[config.mk]
export PLATFORM = sky130hd
export DESIGN_NAME = ex_div_seq_flat
export DESIGN_NICKNAME = d
export VERILOG_FILES = /design/src/rtl/ex_div_seq_if.sv /design/src/rtl/ex_div_seq.sv /design/src/flat_wrapper.sv
export SDC_FILE = /design/constraint.sdc
export NUM_CORES = 1
export LEC_CHECK = 0
export CAP_MARGIN = 20
export CORE_AREA = 2 2 218 220
export CTS_CLUSTER_SIZE = 30
export DETAILED_ROUTE_END_ITERATION = 7
export DIE_AREA = 0 0 220 222
export SLEW_MARGIN = 20
export SYNTH_ARGS = -nofsm -noshare
export SYNTH_HDL_FRONTEND = slang
export SYNTH_SLANG_ARGS = --single-unit
[constraint.sdc]
create_clock -name clk -period 14.7 [get_ports clk]
set_input_delay 2.94 -clock clk [delete_from_list [all_inputs] [get_ports clk]]
set_output_delay 2.94 -clock clk [all_outputs]
set_load 0.005 [all_outputs]
[src/rtl/ex_div_seq_if.sv]
// EX-stage <-> divide sequencer connection: op request, retire/flush controls,
// and the status/result returned to EX (plus the sequencer state for observation).
interface ex_div_seq_if #(
    parameter int WIDTH = 32
);
    logic             div_valid;
    logic [1:0]       div_op;
    logic [WIDTH-1:0] div_src1;
    logic [WIDTH-1:0] div_src2;
    logic             es_leave;
    logic             flush;
    logic             div_busy;
    logic             div_done;
    logic [WIDTH-1:0] div_result;
    logic [1:0]       dbg_state;

    // Handshake: an op is taken on a rising edge where the sequencer is idle,
    // div_valid=1 and flush=0. div_done then stays high with div_result stable
    // until an edge with es_leave=1 (or flush) returns the sequencer to idle.
    modport master (
        output div_valid, div_op, div_src1, div_src2, es_leave, flush,
        input  div_busy, div_done, div_result, dbg_state
    );

    modport slave (
        input  div_valid, div_op, div_src1, div_src2, es_leave, flush,
        output div_busy, div_done, div_result, dbg_state
    );
endinterface

[src/rtl/ex_div_seq.sv]
// Multi-cycle radix-2 restoring divider sequencer for the EX stage (DIV/MOD[.W/.WU]).
// Optional macro DIV_EARLY_OUT_EN: skip iteration when divisor is 0 or |src1| < |src2|.
module ex_div_seq #(
    parameter int WIDTH = 32
) (
    input  logic          clk,
    input  logic          resetn,
    ex_div_seq_if.slave   div_if
);
    localparam int CW = $clog2(WIDTH);

    typedef enum logic [1:0] {
        S_IDLE = 2'd0,
        S_CALC = 2'd1,
        S_DONE = 2'd2
    } state_t;

    state_t           state_q, state_d;
    logic [CW-1:0]    count_q, count_d;
    logic [WIDTH-1:0] rem_q, rem_d;
    logic [WIDTH-1:0] quo_q, quo_d;
    logic [WIDTH-1:0] dvsr_q, dvsr_d;
    logic [WIDTH-1:0] src1_q, src1_d;
    logic             signed_q, signed_d;
    logic             mod_q, mod_d;
    logic             s1_q, s1_d;
    logic             s2_q, s2_d;
    logic             dz_q, dz_d;
    logic             busy_q, busy_d;
    logic             done_q, done_d;
    logic [WIDTH-1:0] result_q, result_d;

    logic [WIDTH-1:0] mag1, mag2;
    logic [WIDTH:0]   rem_shift, trial;
    logic             step_ok;
    logic [WIDTH-1:0] rem_step, quo_step, q_fix, r_fix;

    always_comb begin
        mag1 = (div_if.div_op[1] & div_if.div_src1[WIDTH-1]) ? -div_if.div_src1 : div_if.div_src1;
        mag2 = (div_if.div_op[1] & div_if.div_src2[WIDTH-1]) ? -div_if.div_src2 : div_if.div_src2;

        // One restoring step: the dividend bits shift out of quo_q into the remainder.
        rem_shift = {rem_q, quo_q[WIDTH-1]};
        trial     = rem_shift - {1'b0, dvsr_q};
        step_ok   = ~trial[WIDTH];
        rem_step  = step_ok ? trial[WIDTH-1:0] : rem_shift[WIDTH-1:0];
        quo_step  = {quo_q[WIDTH-2:0], step_ok};

        q_fix = (signed_q & (s1_q ^ s2_q)) ? -quo_step : quo_step;
        r_fix = (signed_q & s1_q) ? -rem_step : rem_step;
        if (dz_q) begin
            q_fix = '1;
            r_fix = src1_q;
        end

        state_d  = state_q;
        count_d  = count_q;
        rem_d    = rem_q;
        quo_d    = quo_q;
        dvsr_d   = dvsr_q;
        src1_d   = src1_q;
        signed_d = signed_q;
        mod_d    = mod_q;
        s1_d     = s1_q;
        s2_d     = s2_q;
        dz_d     = dz_q;
        busy_d   = busy_q;
        done_d   = done_q;
        result_d = result_q;

        case (state_q)
            S_IDLE: begin
                if (div_if.div_valid) begin
                    state_d  = S_CALC;
                    busy_d   = 1'b1;
                    count_d  = '0;
                    rem_d    = '0;
                    quo_d    = mag1;
                    dvsr_d   = mag2;
                    src1_d   = div_if.div_src1;
                    signed_d = div_if.div_op[1];
                    mod_d    = div_if.div_op[0];
                    s1_d     = div_if.div_op[1] & div_if.div_src1[WIDTH-1];
                    s2_d     = div_if.div_op[1] & div_if.div_src2[WIDTH-1];
                    dz_d     = (div_if.div_src2 == '0);
`ifdef DIV_EARLY_OUT_EN
                    if ((div_if.div_src2 == '0) || (mag1 < mag2)) begin
                        state_d = S_DONE;
                        done_d  = 1'b1;
                        if (div_if.div_op[0]) begin
                            result_d = div_if.div_src1;
                        end else begin
                            result_d = (div_if.div_src2 == '0) ? '1 : '0;
                        end
                    end
`endif
                end
            end
            S_CALC: begin
                count_d = count_q + 1'b1;
                rem_d   = rem_step;
                quo_d   = quo_step;
                if (count_q == CW'(WIDTH - 1)) begin
                    state_d  = S_DONE;
                    done_d   = 1'b1;
                    result_d = mod_q ? r_fix : q_fix;
                end
            end
            S_DONE: begin
                if (div_if.es_leave) begin
                    state_d = S_IDLE;
                    busy_d  = 1'b0;
                    done_d  = 1'b0;
                end
            end
            default: begin
                state_d = S_IDLE;
                busy_d  = 1'b0;
                done_d  = 1'b0;
            end
        endcase

        // Flush overrides everything, including an accept in the same cycle.
        if (div_if.flush) begin
            state_d = S_IDLE;
            busy_d  = 1'b0;
            done_d  = 1'b0;
        end
    end

    always_ff @(posedge clk or negedge resetn) begin
        if (!resetn) begin
            state_q  <= S_IDLE;
            count_q  <= '0;
            rem_q    <= '0;
            quo_q    <= '0;
            dvsr_q   <= '0;
            src1_q   <= '0;
            signed_q <= 1'b0;
            mod_q    <= 1'b0;
            s1_q     <= 1'b0;
            s2_q     <= 1'b0;
            dz_q     <= 1'b0;
            busy_q   <= 1'b0;
            done_q   <= 1'b0;
            result_q <= '0;
        end else begin
            state_q  <= state_d;
            count_q  <= count_d;
            rem_q    <= rem_d;
            quo_q    <= quo_d;
            dvsr_q   <= dvsr_d;
            src1_q   <= src1_d;
            signed_q <= signed_d;
            mod_q    <= mod_d;
            s1_q     <= s1_d;
            s2_q     <= s2_d;
            dz_q     <= dz_d;
            busy_q   <= busy_d;
            done_q   <= done_d;
            result_q <= result_d;
        end
    end

    assign div_if.div_busy   = busy_q;
    assign div_if.div_done   = done_q;
    assign div_if.div_result = result_q;
    assign div_if.dbg_state  = state_q;
endmodule
[src/flat_wrapper.sv]
// flat-port wrapper written by rule: the top's interface ports become plain ports
module ex_div_seq_flat 
#(
    parameter int WIDTH = 32
)
  (clk, resetn, div_if_div_valid, div_if_div_op, div_if_div_src1, div_if_div_src2, div_if_es_leave, div_if_flush, div_if_div_busy, div_if_div_done, div_if_div_result, div_if_dbg_state);
  ex_div_seq_if #(.WIDTH(WIDTH)) div_if_i ();
  input  logic clk;
  input  logic resetn;
  input wire logic [$bits(div_if_i.div_valid)-1:0] div_if_div_valid;
  input wire logic [$bits(div_if_i.div_op)-1:0] div_if_div_op;
  input wire logic [$bits(div_if_i.div_src1)-1:0] div_if_div_src1;
  input wire logic [$bits(div_if_i.div_src2)-1:0] div_if_div_src2;
  input wire logic [$bits(div_if_i.es_leave)-1:0] div_if_es_leave;
  input wire logic [$bits(div_if_i.flush)-1:0] div_if_flush;
  output wire logic [$bits(div_if_i.div_busy)-1:0] div_if_div_busy;
  output wire logic [$bits(div_if_i.div_done)-1:0] div_if_div_done;
  output wire logic [$bits(div_if_i.div_result)-1:0] div_if_div_result;
  output wire logic [$bits(div_if_i.dbg_state)-1:0] div_if_dbg_state;
  assign div_if_i.div_valid = div_if_div_valid;
  assign div_if_i.div_op = div_if_div_op;
  assign div_if_i.div_src1 = div_if_div_src1;
  assign div_if_i.div_src2 = div_if_div_src2;
  assign div_if_i.es_leave = div_if_es_leave;
  assign div_if_i.flush = div_if_flush;
  assign div_if_div_busy = div_if_i.div_busy;
  assign div_if_div_done = div_if_i.div_done;
  assign div_if_div_result = div_if_i.div_result;
  assign div_if_dbg_state = div_if_i.dbg_state;
  ex_div_seq #(.WIDTH(WIDTH)) u_core (.clk(clk), .resetn(resetn), .div_if(div_if_i));
endmodule
==> impl_results.html, run 1 <==
<table>
<tr><th>Metric</th><th>Value</th></tr>
<tr><th colspan="2">Layout</th></tr>
<tr><td>Most frequent standard cell in the layout excluding fill and tap cells</td><td>nand2_1</td></tr>
<tr><td>Area growth from synthesis to layout</td><td>16.7%</td></tr>
<tr><td>Post-route cell area</td><td>15000 sq um</td></tr>
<tr><td>Share of final-layout standard cells stronger than drive strength 1</td><td>5.33%</td></tr>
<tr><td>Number of nets in the finished design</td><td>1769</td></tr>
<tr><td>Flip-flop and latch area</td><td>4350 sq um</td></tr>
<tr><td>Fill cell total of the finished layout</td><td>4872</td></tr>
<tr><td>Area of the multi-input gates</td><td>7900 sq um</td></tr>
<tr><td>Leading cell types in the layout, fill and taps excluded</td><td>232 x nand2_1, 184 x o21ai_0, 174 x dfrtp_1, 116 x a21oi_1, 109 x nor2_1</td></tr>
<tr><th colspan="2">STA</th></tr>
<tr><td>Unrepaired setup endpoints after global routing</td><td>no</td></tr>
<tr><td>Post-route setup TNS</td><td>0 ns</td></tr>
<tr><td>Slew @ Worst Pin</td><td>1.04 ns</td></tr>
<tr><td>Final worst path period need</td><td>6.09 ns</td></tr>
<tr><td>Final Setup Violations</td><td>0</td></tr>
<tr><td>Period utilization</td><td>41.4%</td></tr>
<tr><td>Worst setup skew after layout</td><td>0.0153 ns</td></tr>
<tr><td>Maximum operating frequency</td><td>164 MHz</td></tr>
<tr><td>Hold Violations, Final</td><td>0</td></tr>
<tr><td>Final Max Slew Viols</td><td>0</td></tr>
<tr><td>Headroom to the max-slew limit</td><td>30.6%</td></tr>
<tr><th colspan="2">Route</th></tr>
<tr><td>Total vias in the final route</td><td>12316</td></tr>
<tr><td>Residual DRC count</td><td>0</td></tr>
<tr><td>Via/cell ratio</td><td>5.40</td></tr>
<tr><td>Number of detailed-route iterations in the first pass</td><td>5</td></tr>
<tr><td>Residual antenna-violating net count after detailed routing</td><td>0</td></tr>
<tr><td>Wirelength per Cell</td><td>18.8 um</td></tr>
<tr><td>Total length of routed wires</td><td>42900 um</td></tr>
<tr><td>Drt initial violations</td><td>989</td></tr>
<tr><th colspan="2">Clock tree</th></tr>
<tr><td>H-tree Lvls</td><td>4</td></tr>
<tr><td>Clock tree sinks</td><td>174</td></tr>
<tr><td>Post-CTS Resized</td><td>0</td></tr>
<tr><td>Deepest clock path buffer count</td><td>2</td></tr>
<tr><td>Root Driver</td><td>clkbuf_16</td></tr>
<tr><td>Clock-pin slew on the worst setup and hold paths</td><td>0.07 ns</td></tr>
<tr><td>Number of buffers inserted during clock tree synthesis</td><td>17</td></tr>
<tr><td>TritonCTS clock tree</td><td>yes</td></tr>
<tr><td>Clk_lat worst skew</td><td>0.45 ns</td></tr>
<tr><td>Hold-fix buffer count after cts</td><td>0</td></tr>
<tr><td>Post-CTS Setup Inserts</td><td>0</td></tr>
<tr><th colspan="2">Synthesis</th></tr>
<tr><td>Seq/Total Area, Yosys</td><td>33.9%</td></tr>
<tr><td>Flip-flop and latch count after synthesis</td><td>174</td></tr>
<tr><td>Mapped Avg Cell Area</td><td>7.96 sq um</td></tr>
<tr><td>YS warnings</td><td>0</td></tr>
<tr><td>Synthesized instance count</td><td>1614</td></tr>
<tr><td>Number of synthesized flops with an enable pin</td><td>0</td></tr>
<tr><td>Most used flip-flop cell after synthesis</td><td>dfrtp_1</td></tr>
<tr><td>Share of async-settable or async-resettable flops after synthesis</td><td>100%</td></tr>
<tr><td>Synthesized net count</td><td>1724</td></tr>
<tr><td>Post-synthesis instance area</td><td>12800 sq um</td></tr>
<tr><td>Synth cell types</td><td>95</td></tr>
<tr><th colspan="2">Global routing</th></tr>
<tr><td>Wire length of the first global-routing pass</td><td>66900 um</td></tr>
<tr><td>Number of global-route vias before repair</td><td>11791</td></tr>
<tr><td>Number of antenna violations at the first check in global routing</td><td>1</td></tr>
<tr><td>Total track usage</td><td>17.6%</td></tr>
<tr><td>Pin count of the biggest net entering global routing</td><td>72</td></tr>
<tr><td>Overall overflow remaining after global route</td><td>0</td></tr>
<tr><th colspan="2">Floorplan</th></tr>
<tr><td>Placeable core region</td><td>46300 sq um</td></tr>
<tr><td>Die Span X</td><td>220 um</td></tr>
<tr><td>Vertical die dimension</td><td>222 um</td></tr>
<tr><td>Area of the die</td><td>48800 sq um</td></tr>
<tr><td>Row cnt</td><td>79</td></tr>
<tr><td>Initial Utilization</td><td>27.8%</td></tr>
<tr><td>Top-Level Pins</td><td>107</td></tr>
<tr><th colspan="2">Worst hold path</th></tr>
<tr><td>Worst hold path stage count</td><td>2</td></tr>
<tr><td>Min-Delay Path Class</td><td>reg -&gt; reg</td></tr>
<tr><th colspan="2">Power</th></tr>
<tr><td>Pwr Density</td><td>176 nW/um^2</td></tr>
<tr><td>VDD IR max</td><td>108 uV</td></tr>
<tr><td>Leak Pwr</td><td>6.15 nW</td></tr>
<tr><th colspan="2">Place</th></tr>
<tr><td>Post-detailed-placement cell area</td><td>14400 sq um</td></tr>
<tr><td>Port Buf Inserts</td><td>106</td></tr>
<tr><td>GP Congestion</td><td>0.892</td></tr>
<tr><td>HPWL after detailed placement</td><td>32600 um</td></tr>
<tr><th colspan="2">Critical path</th></tr>
<tr><td>Reg2reg path depth</td><td>21</td></tr>
<tr><td>Data required time of the worst path</td><td>15.08 ns</td></tr>
<tr><td>Crit-path max FO</td><td>27</td></tr>
<tr><td>Path type of the worst setup path</td><td>reg -&gt; reg</td></tr>
<tr><td>Crit path depth</td><td>21</td></tr>
<tr><td>Cell chain of the critical path</td><td>ha_1 -&gt; nand2_1 -&gt; a2111oi_2 -&gt; o21ai_2 -&gt; a21oi_4 -&gt; o21a_1 -&gt; nor2_4 -&gt; inv_2 -&gt; nor2_1 -&gt; a21oi_1 -&gt; ha_1 -&gt; nand2_1 -&gt; inv_1 -&gt; o2111ai_1 -&gt; nor4_1 -&gt; nand4_1 -&gt; a222oi_1 -&gt; nor2_1 -&gt; xnor2_1 -&gt; o221ai_1 -&gt; o21ai_1</td></tr>
<tr><td>Delay of the slowest critical-path stage</td><td>0.73 ns</td></tr>
<tr><td>Arrival time at the worst endpoint</td><td>6.47 ns</td></tr>
<tr><td>CP bufs+invs</td><td>2</td></tr>
<tr><td>Cell family contributing the most delay on the critical path</td><td>compound AO/OA/AOI/OAI gates</td></tr>
<tr><td>Critical path capture point type</td><td>flip-flop</td></tr>
<tr><td>Slowest cell on crit path</td><td>a222oi_1</td></tr>
<tr><td>Sort of element at the start of the critical path</td><td>flip-flop</td></tr>
<tr><th colspan="2">Status</th></tr>
<tr><td>Status</td><td>finished clean</td></tr>
<tr><th colspan="2">Run</th></tr>
<tr><td>Reported max-cap violation count</td><td>0</td></tr>
</table>
## worst paths after layout
kind                              startpoint                            to  slack (ns)
max                          u_core.rem_q[6]  u_core.div_if.div_result[18]        8.61
min                        u_core.src1_q[15]             u_core.src1_q[15]        0.47
max reg2reg                  u_core.rem_q[6]  u_core.div_if.div_result[18]        8.61
min reg2reg                u_core.src1_q[15]             u_core.src1_q[15]        0.47
max in group asynchronous             resetn    u_core.div_if.dbg_state[1]       10.96
min in group asynchronous             resetn   u_core.div_if.div_result[7]        2.45
## state kept, by name (all words and copies together), names as in the netlist
name / cells
u_core.div_if.div_result: 32
u_core.dvsr_q: 32
u_core.quo_q: 32
u_core.rem_q: 32
u_core.src1_q: 32
u_core.count_q: 5
u_core.div_if.dbg_state: 2
u_core.div_if.div_busy: 1
u_core.div_if.div_done: 1
u_core.dz_q: 1
u_core.mod_q: 1
u_core.s1_q: 1
u_core.s2_q: 1
u_core.signed_q: 1
## cells in the mapped netlist (all sizes together) (15+ instances only)
master	instances	area share (%)
a31oi	27	1.3
nor2	111	3.3
xnor2	81	5.5
nor4	20	1.0
o21ai	197	7.8
buf	19	0.89
or3	24	1.2
nand2	233	6.8
a22oi	34	2.0
a21oi	121	4.9
mux2i	25	1.9
o31ai	22	1.3
inv	61	1.8
nand3	52	2.0
clkbuf	75	2.2
xor2	44	3.1
a211oi	15	0.99
dfrtp	174	34
and2	20	0.99
nor3	40	1.6
ha	38	3.7
## power by group
group          switching [mW]  total (mW)  internal, mW
Sequential              0.109       0.673         0.564
Combinational           0.966        1.51         0.539
Clock                   0.205       0.461         0.256
Total                    1.28        2.64          1.36
## metal layers
layer / GRT usage, % / wire length [um] / vias up
li1: - / - / 5893
met1: 22.9 / 18700 / 5951
met2: 29.2 / 20700 / 399
met3: 3.09 / 2200 / 71
met4: 6.32 / 1300 / 2
met5: 0 / 16 / -
## area by class of cell
class / count / area share [%]
clock buffers: 19 / 2.96
clock inverters: 12 / 0.902
well taps: 607 / 5.07
diodes: 1 / 0.0167
inverters: 61 / 1.53
flip-flops and latches: 174 / 29.1
repair buffers: 120 / 7.79
multi-input cells: 1285 / 52.7
## through the flow
stage	cells	total power, mW	util [%]	setup WS [ns]	hold WS (ns)
global placement	2247	2.14	31.1	8.27	0.453
global route	2278	2.82	32.4	8.21	0.494
CTS	2278	2.63	32.4	8.66	0.475
finish	2279	2.64	32.4	8.61	0.473
detailed placement	2247	2.16	31.1	8.20	0.463
floorplan	1614	1.72	-	9.24	0.437
## worst reg2reg max path, cell delays in order, from the launching register on
cell and delay [ns]:
dfrtp_1 0.46, ha_1 0.51, nand2_1 0.18, a2111oi_2 0.50
o21ai_2 0.20, a21oi_4 0.23, o21a_1 0.52, nor2_4 0.09
inv_2 0.40, nor2_1 0.08, a21oi_1 0.24, ha_1 0.29
nand2_1 0.07, inv_1 0.06, o2111ai_1 0.14, nor4_1 0.33
nand4_1 0.26, a222oi_1 0.73, nor2_1 0.11, xnor2_1 0.31
o221ai_1 0.18, o21ai_1 0.14
## cell families (layout without fill, tap and decap cells)
logic type                 Yosys count  after routing  synth area share, %
xor gates and xnor gates           125            125                 8.58
AOI/OAI and AO/OA                  527            527                 26.0
muxes                               30             30                 2.39
buffers and inverters              155            212                 4.86
and+or+nand+nor                    564            564                 20.4
DFF                                174            174                 33.9
adders and majority gates           39             39                 3.86
other                                0              1                    0
(Power assumes the default switching activity.)
==> inputs of run 2 (changes only) <==
==> constraint.sdc (replaced) <==
create_clock -name clk -period 5.8 [get_ports clk]
set_input_delay 1.16 -clock clk [delete_from_list [all_inputs] [get_ports clk]]
set_output_delay 1.16 -clock clk [all_outputs]
set_load 0.005 [all_outputs]
==> run 2 against run 1 <==
  * Combinational power grew to 2.6 times the previous value
  * Core utilization is 0.13 points higher
  * Die area stayed put
  * Clock power grew to 2.5 times the previous value
  * Sequential power grew to 2.5 times the previous value
  * Non-clock buffer count is 8 higher
  * Routed wire length is 4.4% higher
  * Largest power group unchanged
==> impl_results.html, run 2 (synthesis gave the netlist of run 1 again) <==
<table>
<tr><th>Metric</th><th>Value</th></tr>
<tr><th colspan="2">STA</th></tr>
<tr><td>Final worst path period need</td><td>5.11 ns</td></tr>
<tr><td>Unrepaired setup endpoints after global routing</td><td>no</td></tr>
<tr><td>Hold Violations, Final</td><td>0</td></tr>
<tr><td>Worst hold slack</td><td>0.476 ns</td></tr>
<tr><td>Maximum operating frequency</td><td>196 MHz</td></tr>
<tr><td>Post-route setup TNS</td><td>0 ns</td></tr>
<tr><td>Headroom to the max-slew limit</td><td>31.3%</td></tr>
<tr><td>Period utilization</td><td>88.1%</td></tr>
<tr><td>Final Max Slew Viols</td><td>0</td></tr>
<tr><td>Worst setup skew after layout</td><td>0.0253 ns</td></tr>
<tr><td>Final worst slack</td><td>0.692 ns</td></tr>
<tr><td>Slew @ Worst Pin</td><td>1.03 ns</td></tr>
<tr><td>Final Setup Violations</td><td>0</td></tr>
<tr><th colspan="2">Critical path</th></tr>
<tr><td>Reg2reg path depth</td><td>20</td></tr>
<tr><td>Arrival time at the worst endpoint</td><td>5.42 ns</td></tr>
<tr><td>End of the worst register-to-register path</td><td>u_core.div_if.div_result[20]</td></tr>
<tr><td>Crit-path max FO</td><td>11</td></tr>
<tr><td>Capturing instance or port of the critical path</td><td>u_core.div_if.div_result[20]</td></tr>
<tr><td>Critical path capture point type</td><td>flip-flop</td></tr>
<tr><td>Data required time of the worst path</td><td>6.11 ns</td></tr>
<tr><td>Launch point of the worst path</td><td>u_core.rem_q[9]</td></tr>
<tr><td>R2R Path Start</td><td>u_core.rem_q[9]</td></tr>
<tr><td>Flop-to-flop setup slack</td><td>0.69 ns</td></tr>
<tr><td>Path type of the worst setup path</td><td>reg -&gt; reg</td></tr>
<tr><td>Sort of element at the start of the critical path</td><td>flip-flop</td></tr>
<tr><th colspan="2">Layout</th></tr>
<tr><td>Share of final-layout standard cells stronger than drive strength 1</td><td>5.89%</td></tr>
<tr><td>Number of nets in the finished design</td><td>1777</td></tr>
<tr><td>Post-route cell area</td><td>15000 sq um</td></tr>
<tr><td>Count of non-filler cells in the finished layout</td><td>2287</td></tr>
<tr><td>Most frequent standard cell in the layout excluding fill and tap cells</td><td>nand2_1</td></tr>
<tr><td>Area growth from synthesis to layout</td><td>17.1%</td></tr>
<tr><td>Leading cell types in the layout, fill and taps excluded</td><td>232 x nand2_1, 184 x o21ai_0, 174 x dfrtp_1, 116 x a21oi_1, 109 x nor2_1</td></tr>
<tr><td>Number of diodes added for antenna fixing</td><td>0</td></tr>
<tr><td>Core Util, Final</td><td>32.5%</td></tr>
<tr><th colspan="2">Floorplan</th></tr>
<tr><td>Area of the die</td><td>48800 sq um</td></tr>
<tr><td>Top-Level Pins</td><td>107</td></tr>
<tr><td>Placeable core region</td><td>46300 sq um</td></tr>
<tr><td>Row cnt</td><td>79</td></tr>
<tr><td>Vertical die dimension</td><td>222 um</td></tr>
<tr><td>Initial Utilization</td><td>27.8%</td></tr>
<tr><td>Die Span X</td><td>220 um</td></tr>
<tr><th colspan="2">Route</th></tr>
<tr><td>Total vias in the final route</td><td>12389</td></tr>
<tr><td>Highest signal layer in the routed design</td><td>met5</td></tr>
<tr><td>Residual DRC count</td><td>0</td></tr>
<tr><td>Amount of wire on met2 after detailed routing</td><td>21500 um</td></tr>
<tr><td>Residual antenna-violating net count after detailed routing</td><td>0</td></tr>
<tr><td>Wirelength per Cell</td><td>19.6 um</td></tr>
<tr><td>Drt initial violations</td><td>1154</td></tr>
<tr><td>Via/cell ratio</td><td>5.42</td></tr>
<tr><td>Met1 Wirelength</td><td>19900 um</td></tr>
<tr><td>Number of detailed-route iterations in the first pass</td><td>5</td></tr>
<tr><td>Met3 routed wirelength</td><td>2120 um</td></tr>
<tr><td>Total length of routed wires</td><td>44800 um</td></tr>
<tr><th colspan="2">Clock tree</th></tr>
<tr><td>Hold-fix buffer count after cts</td><td>0</td></tr>
<tr><td>TritonCTS clock tree</td><td>yes</td></tr>
<tr><td>Clock tree sinks</td><td>174</td></tr>
<tr><td>Post-CTS Resized</td><td>0</td></tr>
<tr><td>Root Driver</td><td>clkbuf_16</td></tr>
<tr><td>H-tree Lvls</td><td>4</td></tr>
<tr><td>Post-CTS Setup Inserts</td><td>0</td></tr>
<tr><td>Number of buffers inserted during clock tree synthesis</td><td>17</td></tr>
<tr><td>Deepest clock path buffer count</td><td>2</td></tr>
<tr><td>Clock-pin slew on the worst setup and hold paths</td><td>0.08 ns</td></tr>
<tr><td>Clk_lat worst skew</td><td>0.47 ns</td></tr>
<tr><th colspan="2">Global routing</th></tr>
<tr><td>Overall overflow remaining after global route</td><td>0</td></tr>
<tr><td>Pin count of the biggest net entering global routing</td><td>97</td></tr>
<tr><td>Total track usage</td><td>18.4%</td></tr>
<tr><td>Number of global-route vias before repair</td><td>11927</td></tr>
<tr><td>Wire length of the first global-routing pass</td><td>69700 um</td></tr>
<tr><td>Number of antenna violations at the first check in global routing</td><td>1</td></tr>
<tr><th colspan="2">Power</th></tr>
<tr><td>VDD IR max</td><td>277 uV</td></tr>
<tr><td>Leak Pwr</td><td>6.18 nW</td></tr>
<tr><td>Pwr Density</td><td>454 nW/um^2</td></tr>
<tr><td>Overall power of the completed layout</td><td>6.82 mW</td></tr>
<tr><th colspan="2">Place</th></tr>
<tr><td>GP Congestion</td><td>0.880</td></tr>
<tr><td>Post-detailed-placement cell area</td><td>14500 sq um</td></tr>
<tr><td>Port Buf Inserts</td><td>106</td></tr>
<tr><td>HPWL after detailed placement</td><td>34000 um</td></tr>
<tr><td>Worst slack, placed</td><td>0.770 ns</td></tr>
<tr><td>Total placed cells including tap cells</td><td>2255</td></tr>
<tr><th colspan="2">Run</th></tr>
<tr><td>Reported max-cap violation count</td><td>0</td></tr>
<tr><th colspan="2">Worst hold path</th></tr>
<tr><td>Min-Delay Path Class</td><td>reg -&gt; reg</td></tr>
<tr><th colspan="2">Status</th></tr>
<tr><td>Status</td><td>finished clean</td></tr>
</table>
==> run 2: final cells by class <==
type / instances / area (sq um)
clock buffers: 20 / 467
clock inverters: 12 / 101
fillers: 4914 / 31200
inverters: 61 / 229
multi-input cells: 1285 / 7900
flip-flops and latches: 174 / 4350
well taps: 607 / 759
repair buffers: 128 / 1240
==> run 2: power breakdown <==
part	switching, mW	internal (mW)
sequential	0.270	1.43
combinational	2.56	1.41
clock	0.567	0.593
total	3.39	3.43
==> run 2: worst max-delay path: stages (launching register included) <==
cell	delay (ns)
dfrtp_1	0.47
ha_1	0.49
nand4_1	0.21
a2111oi_2	0.48
o21ai_2	0.17
a21oi_4	0.21
o21a_1	0.24
buf_4	0.22
nor3_1	0.07
a21oi_1	0.22
ha_1	0.27
nand2_1	0.07
inv_1	0.06
o2111ai_1	0.13
nor4_1	0.34
nand4_1	0.23
a222oi_1	0.55
a21oi_1	0.15
xnor2_1	0.15
a21oi_1	0.15
o21ai_1	0.07
==> run 2: worst min path at each step <==
stage,startpoint,to,depth (start not counted)
after floorplan,u_core.src1_q[27],u_core.src1_q[27],2
final,u_core.dvsr_q[29],u_core.dvsr_q[29],2
after detailed placement,u_core.src1_q[3],u_core.src1_q[3],2
after global routing,u_core.src1_q[8],u_core.src1_q[8],2
after global placement,u_core.src1_q[27],u_core.src1_q[27],2
after CTS,u_core.src1_q[27],u_core.src1_q[27],2
==> run 2: metal layers <==
metal / vias to the layer above / global-route usage [%]
met5: - / 0
met4: 2 / 6.21
met3: 72 / 2.84
met2: 356 / 30.3
met1: 6039 / 24.4
li1: 5920 / -
